### config.mk
export PLATFORM = sky130hd
export DESIGN_NAME = uart_tx_ctrl
export DESIGN_NICKNAME = d
export VERILOG_FILES = /design/src/rtl/uart_tx_ctrl.sv
export SDC_FILE = /design/constraint.sdc
export NUM_CORES = 1
export LEC_CHECK = 0
export CORE_UTILIZATION = 29
export CTS_CLUSTER_SIZE = 12
export DETAILED_ROUTE_END_ITERATION = 8
export PLACE_DENSITY_LB_ADDON = 0.3
export SLEW_MARGIN = 15
export SYNTH_ARGS = -nofsm -noshare
export SYNTH_HDL_FRONTEND = slang
export SYNTH_SLANG_ARGS = --single-unit
export TNS_END_PERCENT = 5
### constraint.sdc
create_clock -name clk -period 5.8 [get_ports clk]
set_input_delay 1.16 -clock clk [delete_from_list [all_inputs] [get_ports clk]]
set_output_delay 1.16 -clock clk [all_outputs]
set_load 0.02 [all_outputs]
### src/rtl/uart_tx_ctrl.sv
// Transmit-side glue between the CPU store path and uart_tx: a byte FIFO that is
// drained by a launch/handshake FSM with a timeout on the busy-rise acknowledge.
module uart_tx_ctrl #(
  parameter int DEPTH   = 8,
  parameter int BUSY_TO = 4
) (
  input  logic                   clk,
  input  logic                   rst,
  input  logic                   wr_en,
  input  logic [7:0]             wr_data,
  input  logic                   ovf_clr,
  input  logic                   uart_busy,
  output logic                   uart_write_en,
  output logic [7:0]             uart_data,
  output logic                   fifo_full,
  output logic                   fifo_empty,
  output logic [$clog2(DEPTH):0] level,
  output logic                   overflow,
  output logic                   tx_idle
);

  localparam int AW = $clog2(DEPTH);
  localparam int LW = AW + 1;
  localparam int TW = (BUSY_TO < 2) ? 1 : $clog2(BUSY_TO);
  localparam logic [LW-1:0] LVL_FULL = LW'(DEPTH);
  localparam logic [TW-1:0] TO_LAST  = TW'(BUSY_TO - 1);

  typedef enum logic [1:0] {
    IDLE,
    WAIT_BUSY,
    WAIT_DONE
  } state_t;

  state_t        state;
  state_t        state_nxt;
  logic [7:0]    mem [DEPTH];
  logic [AW-1:0] wr_ptr;
  logic [AW-1:0] rd_ptr;
  logic [TW-1:0] to_cnt;
  logic          launch;
  logic          do_push;
  logic          drop;

  assign fifo_full  = (level == LVL_FULL);
  assign fifo_empty = (level == '0);
  assign tx_idle    = fifo_empty && (state == IDLE) && !uart_busy;

  // A full FIFO still accepts a byte when the launch frees a slot in the same cycle.
  assign do_push = wr_en && (!fifo_full || launch);
  assign drop    = wr_en && fifo_full && !launch;

  always_ff @(posedge clk) begin
    if (!rst && do_push) begin
      mem[wr_ptr] <= wr_data;
    end
  end

  always_ff @(posedge clk) begin
    if (rst) begin
      wr_ptr <= '0;
      rd_ptr <= '0;
      level  <= '0;
    end else begin
      if (do_push) begin
        wr_ptr <= wr_ptr + AW'(1);
      end
      if (launch) begin
        rd_ptr <= rd_ptr + AW'(1);
      end
      if (do_push && !launch) begin
        level <= level + LW'(1);
      end else if (launch && !do_push) begin
        level <= level - LW'(1);
      end
    end
  end

  always_ff @(posedge clk) begin
    if (rst) begin
      state <= IDLE;
    end else begin
      state <= state_nxt;
    end
  end

  // Launch only from IDLE, so a strobe is always separated from the previous one.
  always_comb begin
    state_nxt = state;
    launch    = 1'b0;
    case (state)
      IDLE: begin
        if (!fifo_empty && !uart_busy) begin
          launch    = 1'b1;
          state_nxt = WAIT_BUSY;
        end
      end
      WAIT_BUSY: begin
        if (uart_busy) begin
          state_nxt = WAIT_DONE;
        end else if (to_cnt == TO_LAST) begin
          state_nxt = IDLE;
        end
      end
      WAIT_DONE: begin
        if (!uart_busy) begin
          state_nxt = IDLE;
        end
      end
      default: begin
        state_nxt = IDLE;
      end
    endcase
  end

  // Counts WAIT_BUSY cycles without an acknowledge; cleared whenever we are elsewhere.
  always_ff @(posedge clk) begin
    if (rst || state != WAIT_BUSY) begin
      to_cnt <= '0;
    end else if (!uart_busy) begin
      to_cnt <= to_cnt + TW'(1);
    end
  end

  always_ff @(posedge clk) begin
    if (rst) begin
      uart_write_en <= 1'b0;
      uart_data     <= 8'h00;
    end else begin
      uart_write_en <= launch;
      if (launch) begin
        uart_data <= mem[rd_ptr];
      end
    end
  end

  // A dropped byte outranks a clear arriving in the same cycle.
  always_ff @(posedge clk) begin
    if (rst) begin
      overflow <= 1'b0;
    end else if (drop) begin
      overflow <= 1'b1;
    end else if (ovf_clr) begin
      overflow <= 1'b0;
    end
  end

endmodule

==> qor.yml, run 1 <==
synthCells: 221
area_growth_pct: 21.6
ctsHtreeMaxLevel: 3
hold_start: "uart_data[6]"
netlist.top_cell.by_area: "edfxtp_1"
ys_seq_area_share_pct: 68.9
max_freq_mhz: 245
required_ps: 4640
path_clk_slew_ps: 70
synth-compound-area-share_pct: 3.16
fillCellCount: 1092
insertion_delay_ps: 340
synthXorXnorAreaFrac_pct: 2.23
drt-total-wl_mm: 6.65
r2r-start: "level[0]"
critPathKind: "in2out"
rr_endpoint: "level[3]"
violations: "DRC"
final_cell_mix: "edfxtp_1, nor2_1, clkdlybuf4s50_1"
slew_headroom_pct: 33.1
netlist_area_um2: 3490
ir_drop_v: 0.000197
comb_power_share_pct: 27.2
power_frac_clock_pct: 30.6
grt_pass1_wl_mm: 10.5
power.density_nw_per_um2: 438
diodes: 0
grt_max_degree: 29
regArea_um2: 2400
synth_nets: 241
cpMostUsedCell: "clkdlybuf4s50_1"
critPathMaxStageDelay_ps: 590
synth_fa_ha_area_share_pct: 2.73
setup.worst_path.end_class: "output pin"
min_to: "uart_data[6]"
vias: 1912
vias_per_cell: 4.76
yosys.area_share.simple_pct: 9.51
drv_slew: 0
seqPwrFrac_pct: 42.1
antenna_left: 0
synth_top_family_by_area: "multiplexers"
min_period_ps: 4090
place_inst: 386
finalCritPeriodShare_pct: 70.4
holdCritPathClass: "reg2reg"
path_cells: "clkdlybuf4s50_1 -> nor3_4 -> and2b_2 -> clkdlybuf4s50_1"
synth.yosys.warnings: 0
synth_edf_count: 64
gp_congestion: 0.688
dp.final_hpwl_mm: 4.25
final_common_cell: "edfxtp_1"
path_buf_inv: 2
critPathLaunchType: "input port"
dieArea_um2: 12500
postLayoutCoreUtil_pct: 36.7
worstSetupPathDepth: 4
drt-pass1-iter-count: 6
setup_violations: 0
finalHoldViolCount: 0
clkSinkCount: 88
ys.flop_type: "edfxtp_1"
rsz0062_at_grt: "false"
die_h_um: 112
critPathMaxFanout: 8
timing.setup.tns_ps: 0
drc: 3
min_path_cells: 2
cts_resized: 0
nNetsFinal: 274
cts_buffer_depth: 2
initial_core_util_pct: 30.1
swShare_pct: 30.6
cts_tree: "done"
core_um2: 11600
hold_buffers: 0
drive_above_1_share_pct: 19.3
avgSynthCellArea_um2: 15.8
routedWlPerCell_um: 16.5
rows: 39
cts_root_buffer: "clkbuf_16"
ioPinCount: 30
outcome: "finished, violations left"
p_int_mw: 1.29
cpMaxStageDelayCell: "clkdlybuf4s50_1"
arrival_ps: 2930
antenna_found_initial: 0
synthTopCellsByArea: "edfxtp_1, dfxtp_1, mux4_2"
first_iter_violations: 139
cap_violations: 0
numCtsBuffers: 9
multi_input_area_um2: 1030
clock_skew_ps: 10.4
worst_pin_slew_ps: 1000
grt_pass1_vias: 1920
synth_top_area_share_pct: 55.1
switching_power_uw: 569
yosysUniqueCellTypes: 39
die_w_um: 112
reg2reg_slack_ps: 2820
io_buffers: 29
critPathTopFamily: "buffers and inverters"
ys_ff_latch: 88
grt_usage_pct: 11.3
gr-total-overflow: 0
cp-startpoint: "uart_busy"
stdcell_count: 402
synth_mux_area_share_pct: 11.2
async_flop_share_pct: 0
post_cts_buffers: 0
leakagePower_nw: 1.40
ff2ff_path_depth: 10
[cell usage after synthesis, drive strengths merged, types with 2 or more instances]
master	number
nor2	29
ha	6
clkbuf	4
nand3	4
edfxtp	64
mux2i	2
dfxtp	24
xnor2	5
nand2	9
o22ai	8
nor2b	2
mux4	16
a21oi	5
nor4	2
o21ai	2
nor3	12
buf	6
xor2	3
inv	6
[worst max path at each step]
stage / to
2_1_floorplan: level[3]
3_3_place_gp: tx_idle
3_5_place_dp: tx_idle
4_1_cts: tx_idle
5_1_grt: tx_idle
6_report: tx_idle
[registers in the layout, summed over array words and instances, names as in the netlist]
register / flops
level: 4
mem: 64
overflow: 1
rd_ptr: 3
state: 2
to_cnt: 2
uart_data: 8
uart_write_en: 1
wr_ptr: 3
[area by class of cell]
class                           instances  area share [%]
Sequential cell                        88            56.7
Tap cell                              143            4.22
Timing Repair Buffer                   32            7.38
Multi-Input combinational cell        117            24.2
Clock buffer                            9            5.31
Inverter                                6           0.531
Clock inverter                          7            1.65
[power groups by stage]
stage,combinational (mW),clock (mW),sequential [mW]
detailed placement,0.513,0,0.799
finish,0.506,0.569,0.783
global placement,0.506,0,0.798
global route,0.556,0.602,0.792
floorplan,0.328,0,0.822
CTS,0.517,0.576,0.785
[per-layer routing]
layer,vias up,GRT usage (%),part of all wire (%)
met1,959,15.3,46
met3,8,2.40,4.5
li1,899,-,-
met2,46,17.8,48
met5,-,0,0
met4,0,4.86,1.8
[per-stage QoR]
| step | area [um2] | setup slack (ps) | hold WS, ps | power (mW) |
|---|---|---|---|---|
| 6_report | 4240 | 1710 | 497 | 1.86 |
| 4_1_cts | 4240 | 1700 | 499 | 1.88 |
| 3_5_place_dp | 3940 | 1710 | 486 | 1.31 |
| 2_1_floorplan | 3490 | 2650 | 468 | 1.15 |
| 5_1_grt | 4240 | 1620 | 538 | 1.95 |
| 3_3_place_gp | 3940 | 1750 | 483 | 1.30 |
[worst reg2reg max path, delay by kind of cell, from the launching register on]
family | cells | cell delay (ps)
AO/OA/AOI/OAI | 4 | 820
AND/OR/NAND/NOR | 1 | 600
adder cells (fa/ha/maj) | 2 | 490
flip-flops | 1 | 380
multiplexers | 1 | 350
buffers and inverters | 2 | 240
[cell families after synthesis]
logic type,count (synthesis)
compound gates,18
xor+xnor,8
fa+ha+maj,7
buf+inv,16
flops,88
mux,19
simple gates,65
Power figures use the tool's default switching activity.
==> run 2: changes to the inputs <==
- clock period: 5.8 -> 3.81 ns (I/O delays scaled with it)
==> run 2 against run 1 <==
The run still ends with DRC left. Clock skew decreased by 2.7 ps. Non-clock buffer count increased by 8. Routed wire length increased by 1.1%. Core utilization increased by 0.47 points. Final area increased by 1.3%. Via count increased by 0.26%.
==> qor.yml, run 2 (synthesis results as in run 1) <==
outcome: "finished, violations left"
violations: "DRC"
slew_headroom_pct: 40.6
critPathTopFamily: "buffers and inverters"
path_buf_inv: 3
final_common_cell: "edfxtp_1"
worst_pin_slew_ps: 890
ctsHtreeMaxLevel: 3
critPathMaxStageDelay_ps: 590
nNetsFinal: 282
critPathLaunchType: "input port"
ioPinCount: 30
gr-total-overflow: 0
min_period_ps: 3320
routedWlPerCell_um: 16.4
path_clk_slew_ps: 60
required_ps: 3050
leakagePower_nw: 1.43
diodes: 0
grt_pass1_vias: 1972
hold_ws_ps: 497
max_freq_mhz: 301
r2r-start: "level[0]"
cp-startpoint: "uart_busy"
arrival_ps: 2560
power.density_nw_per_um2: 664
cap_violations: 0
vias: 1917
stdcell_count: 410
timing.setup.tns_ps: 0
cpMaxStageDelayCell: "clkdlybuf4s50_1"
finalHoldViolCount: 0
post_cts_buffers: 0
critPathKind: "in2out"
first_iter_violations: 122
setup.worst_path.end_class: "output pin"
cts_buffer_depth: 2
rows: 39
swShare_pct: 29.3
gp_congestion: 0.759
drt-total-wl_mm: 6.73
cts_resized: 0
drc: 6
initial_core_util_pct: 30.1
antenna_left: 0
area_growth_pct: 23.2
hold_buffers: 0
clock_skew_ps: 7.67
grt_pass1_wl_mm: 10.9
die_w_um: 112
grt_max_degree: 28
dieArea_um2: 12500
cts_root_buffer: "clkbuf_16"
drv_slew: 0
grt_usage_pct: 11.9
vias_per_cell: 4.68
reg_top3: "mem x64, uart_data x8, level x4"
largest_reg_flops: 64
insertion_delay_ps: 340
holdCritPathClass: "reg2reg"
setup_violations: 0
finalCritPeriodShare_pct: 87.3
hold_start: "uart_data[6]"
clkSinkCount: 88
power_frac_clock_pct: 31.0
cpMostUsedCell: "clkdlybuf4s50_1"
drive_above_1_share_pct: 20.6
place_inst: 394
antenna_found_initial: 0
dp.final_hpwl_mm: 4.31
switching_power_uw: 835
ir_drop_v: 0.000253
power.total_mw: 2.85
rsz0062_at_grt: "false"
core_um2: 11600
p_int_mw: 2.02
drt-pass1-iter-count: 6
path_cells: "clkdlybuf4s50_1 -> nor3_4 -> buf_4 -> and2b_2 -> clkdlybuf4s50_1"
io_buffers: 29
seqPwrFrac_pct: 41.9
final_cell_mix: "edfxtp_1, nor2_1, clkdlybuf4s50_1"
critPathMaxFanout: 5
die_h_um: 112
cts_tree: "done"
regMostFlops: "mem"
comb_power_share_pct: 27.1
numCtsBuffers: 9
-- run 2: cell count changes in the layout (fill, tap and decap cells not counted) --
cell / before / now
nor3_2: 3 / 0
bufinv_16: 0 / 1
clkinvlp_4: 1 / 2
buf_4: 3 / 11
clkinv_2: 0 / 1
nor3_1: 8 / 11
inv_8: 4 / 1
-- run 2: routing by layer --
metal	share of wire (%)	up-vias	global-route usage (%)
met5	0	-	0
met4	1.8	0	5.95
met3	4.1	7	2.99
met2	47	43	18.1
met1	47	942	15.9
li1	-	925	-
-- run 2: power groups by stage --
| stage | clock network [mW] | logic, mW | registers [mW] |
|---|---|---|---|
| after global routing | 0.939 | 0.846 | 1.21 |
| after floorplan | 0 | 0.499 | 1.25 |
| after global placement | 0 | 0.778 | 1.22 |
| after CTS | 0.898 | 0.784 | 1.20 |
| after detailed placement | 0 | 0.781 | 1.22 |
| final | 0.883 | 0.774 | 1.19 |
-- run 2: cell type report --
cell class / count / area [um2]
inverter: 6 / 22.5
multi-input combinational: 117 / 1010
sequential: 88 / 2400
fill: 1066 / 7270
tap: 143 / 179
clock buffer: 9 / 225
timing repair buffer: 40 / 373
clock inverter: 7 / 78.8
-- run 2: path summary, 6_finish.rpt --
kind | depth (start not counted) | endpoint | slack, ps
max reg2reg | 10 | level[3] | 880
max | 5 | tx_idle | 490
min reg2reg | 2 | uart_data[6] | 500
min | 2 | uart_data[6] | 500
-- run 2: worst register-to-register path: cells and delay by family (launching register included) --
kind            cells  cell delay [ps]
buf+inv             2              240
flops               1              380
mux                 1              340
simple gates        1              600
compound gates      4              760
fa+ha+maj           2              490
-- run 2: metrics by stage --
stage	utilization, %	setup slack, ps	cell area [um2]
3_5_place_dp	34.5	259	3990
2_1_floorplan	-	1050	3490
4_1_cts	37.1	472	4290
3_3_place_gp	34.5	322	3990
6_report	37.1	485	4290
5_1_grt	37.1	400	4290
==> run 3: changes to the inputs <==
- ABC_AREA: not set -> 1
- CORE_UTILIZATION: 29 -> 30
- TNS_END_PERCENT: 5 -> not set
==> run 3 against run 2 <==
Routed wire length grew 22%. Setup slack gained 170 ps. Clock power grew 2.5%. Maximum frequency grew 5.3%. Critical path depth is the same. The run now ends clean. Die area grew 5.7%. Final cell count grew 48%. Combinational power grew 2.6%. First-iteration DRC count grew 34%. Synthesized area grew 9.4%. Non-clock buffer count shrank 3. Critical path type unchanged. Clock skew shrank 1.5 ps.
==> qor.yml, run 3 <==
core_um2: 12200
comb_power_share_pct: 27.6
hold_ws_ps: 461
reg2reg_slack_ps: 1390
p_int_mw: 1.98
ir_drop_v: 0.000267
clkSinkCount: 88
reg_top3: "mem x64, uart_data x8, level x4"
yosysUniqueCellTypes: 25
async_flop_share_pct: 0
drive_above_1_share_pct: 6.83
post_cts_buffers: 0
diodes: 0
setup_violations: 0
setup.worst_path.end_class: "output pin"
insertion_delay_ps: 340
timing.setup.tns_ps: 0
power.total_mw: 2.88
ys.flop_type: "edfxtp_1"
ff2ff_path_depth: 14
cap_violations: 0
die_w_um: 115
r2r-start: "level[0]"
dieArea_um2: 13200
synth_top_area_share_pct: 50.4
switching_power_uw: 901
finalCritPeriodShare_pct: 82.8
ctsHtreeMaxLevel: 3
arrival_ps: 2390
gp_congestion: 0.746
drc: 0
grt_pass1_wl_mm: 13.3
cp-startpoint: "uart_busy"
io_buffers: 29
ys_ff_latch: 88
routedWlPerCell_um: 13.5
area_growth_pct: 21.0
postLayoutCoreUtil_pct: 37.8
regMostFlops: "mem"
clock_skew_ps: 6.18
rows: 40
power.density_nw_per_um2: 624
initial_core_util_pct: 31.2
final_cell_mix: "nand2_1, edfxtp_1, inv_1"
vias_per_cell: 4.43
hold_buffers: 0
critPathKind: "in2out"
synthCells: 400
slew_headroom_pct: 41.0
leakagePower_nw: 1.89
nNetsFinal: 454
dp_worst_setup_slack_ps: 576
avgSynthCellArea_um2: 9.53
dp.final_hpwl_mm: 5.52
critPathMaxFanout: 5
cts_resized: 0
antenna_left: 0
power_frac_clock_pct: 31.4
final_common_cell: "nand2_1"
largest_reg_flops: 64
ioPinCount: 30
outcome: "complete, no violations"
worst_pin_slew_ps: 880
yosysMostFrequentCell: "nand2_1"
min_period_ps: 3160
grt_pass1_vias: 2650
swShare_pct: 31.3
drt-pass1-iter-count: 4
first_iter_violations: 164
synth_nets: 420
fin_ws_ps: 654
required_ps: 3050
cts_root_buffer: "clkbuf_16"
critPathLaunchType: "input port"
rr_endpoint: "level[3]"
die_h_um: 115
netlist.top_cell.by_area: "edfxtp_1"
synth.yosys.warnings: 0
vias: 2691
path_clk_slew_ps: 60
drv_slew: 0
cts_buffer_depth: 2
netlist_area_um2: 3810
synth_edf_count: 64
antenna_found_initial: 0
seqPwrFrac_pct: 41.0
gr-total-overflow: 0
holdCritPathClass: "reg2reg"
drt-total-wl_mm: 8.21
finalHoldViolCount: 0
endpoint: "tx_idle"
max_freq_mhz: 317
rsz0062_at_grt: "false"
cts_tree: "done"
grt_max_degree: 35
synthTopCellsByArea: "edfxtp_1, dfxtp_1, nand2_1"
numCtsBuffers: 9
ys_seq_area_share_pct: 63.0
synth_common_cells: "nand2_1, edfxtp_1, inv_1"
grt_usage_pct: 13.8
fillCellCount: 1240
-- run 3: cell types whose count changed after synthesis, sizes merged, moves of 8 or more --
cell / delta
inv: +58
o22ai: -8
a21oi: +12
mux4: -16
nor3: -8
nand2: +103
nand3: +50
-- run 3: how the worst min path moves through the flow --
stage	start	end	slack, ps	cells after the start
6_report	overflow	overflow	460	2
5_1_grt	uart_data[7]	uart_data[7]	490	2
4_1_cts	overflow	overflow	470	2
3_5_place_dp	overflow	overflow	460	2
3_3_place_gp	overflow	overflow	450	2
2_1_floorplan	to_cnt[1]	to_cnt[1]	440	2
-- run 3: worst max-delay path: stages --
cell and delay (ps):
clkdlybuf4s50_1 500, nor3_2 290, inv_2 100, nor2_1 130, clkdlybuf4s50_1 610
-- run 3: routing by layer --
metal	up-vias	track usage, %	routed length [um]
met1	1273	18.0	3820
met4	0	5.28	113
met3	7	3.48	403
met5	-	0	0
li1	1358	-	-
met2	53	22.0	3870
-- run 3: cell type report --
cell class	instances	area [um2]	share of cell area (%)
well taps	168	210	4.56
repair buffers	37	350	7.59
clock inverters	4	68.8	1.49
multi-input cells	231	1090	23.7
flip-flops and latches	88	2400	52.1
inverters	67	251	5.45
clock buffers	12	236	5.12
-- run 3: power by group through the flow --
stage          clock (mW)  sequential (mW)  combinational [mW]
5_1_grt             0.964             1.19               0.901
2_1_floorplan           0             1.23               0.511
4_1_cts             0.930             1.18               0.805
3_5_place_dp            0             1.20               0.799
3_3_place_gp            0             1.20               0.785
6_report            0.905             1.18               0.794
-- run 3: stage by stage --
step | instance area [um2] | instances
floorplan | 3810 | 400
global placement | 4310 | 591
detailed placement | 4310 | 591
CTS | 4610 | 607
global route | 4610 | 607
finish | 4610 | 607
-- run 3: cells by family (layout without fill, tap and decap cells) --
group / count (synthesis) / after routing / synth area share (%)
buffers and inverters: 81 / 120 / 8.30
DFF: 88 / 88 / 63.0
AOI/OAI and AO/OA: 26 / 26 / 3.61
xor gates and xnor gates: 3 / 3 / 0.689
and+or+nand+nor: 195 / 195 / 21.9
adders and majority gates: 7 / 7 / 2.49
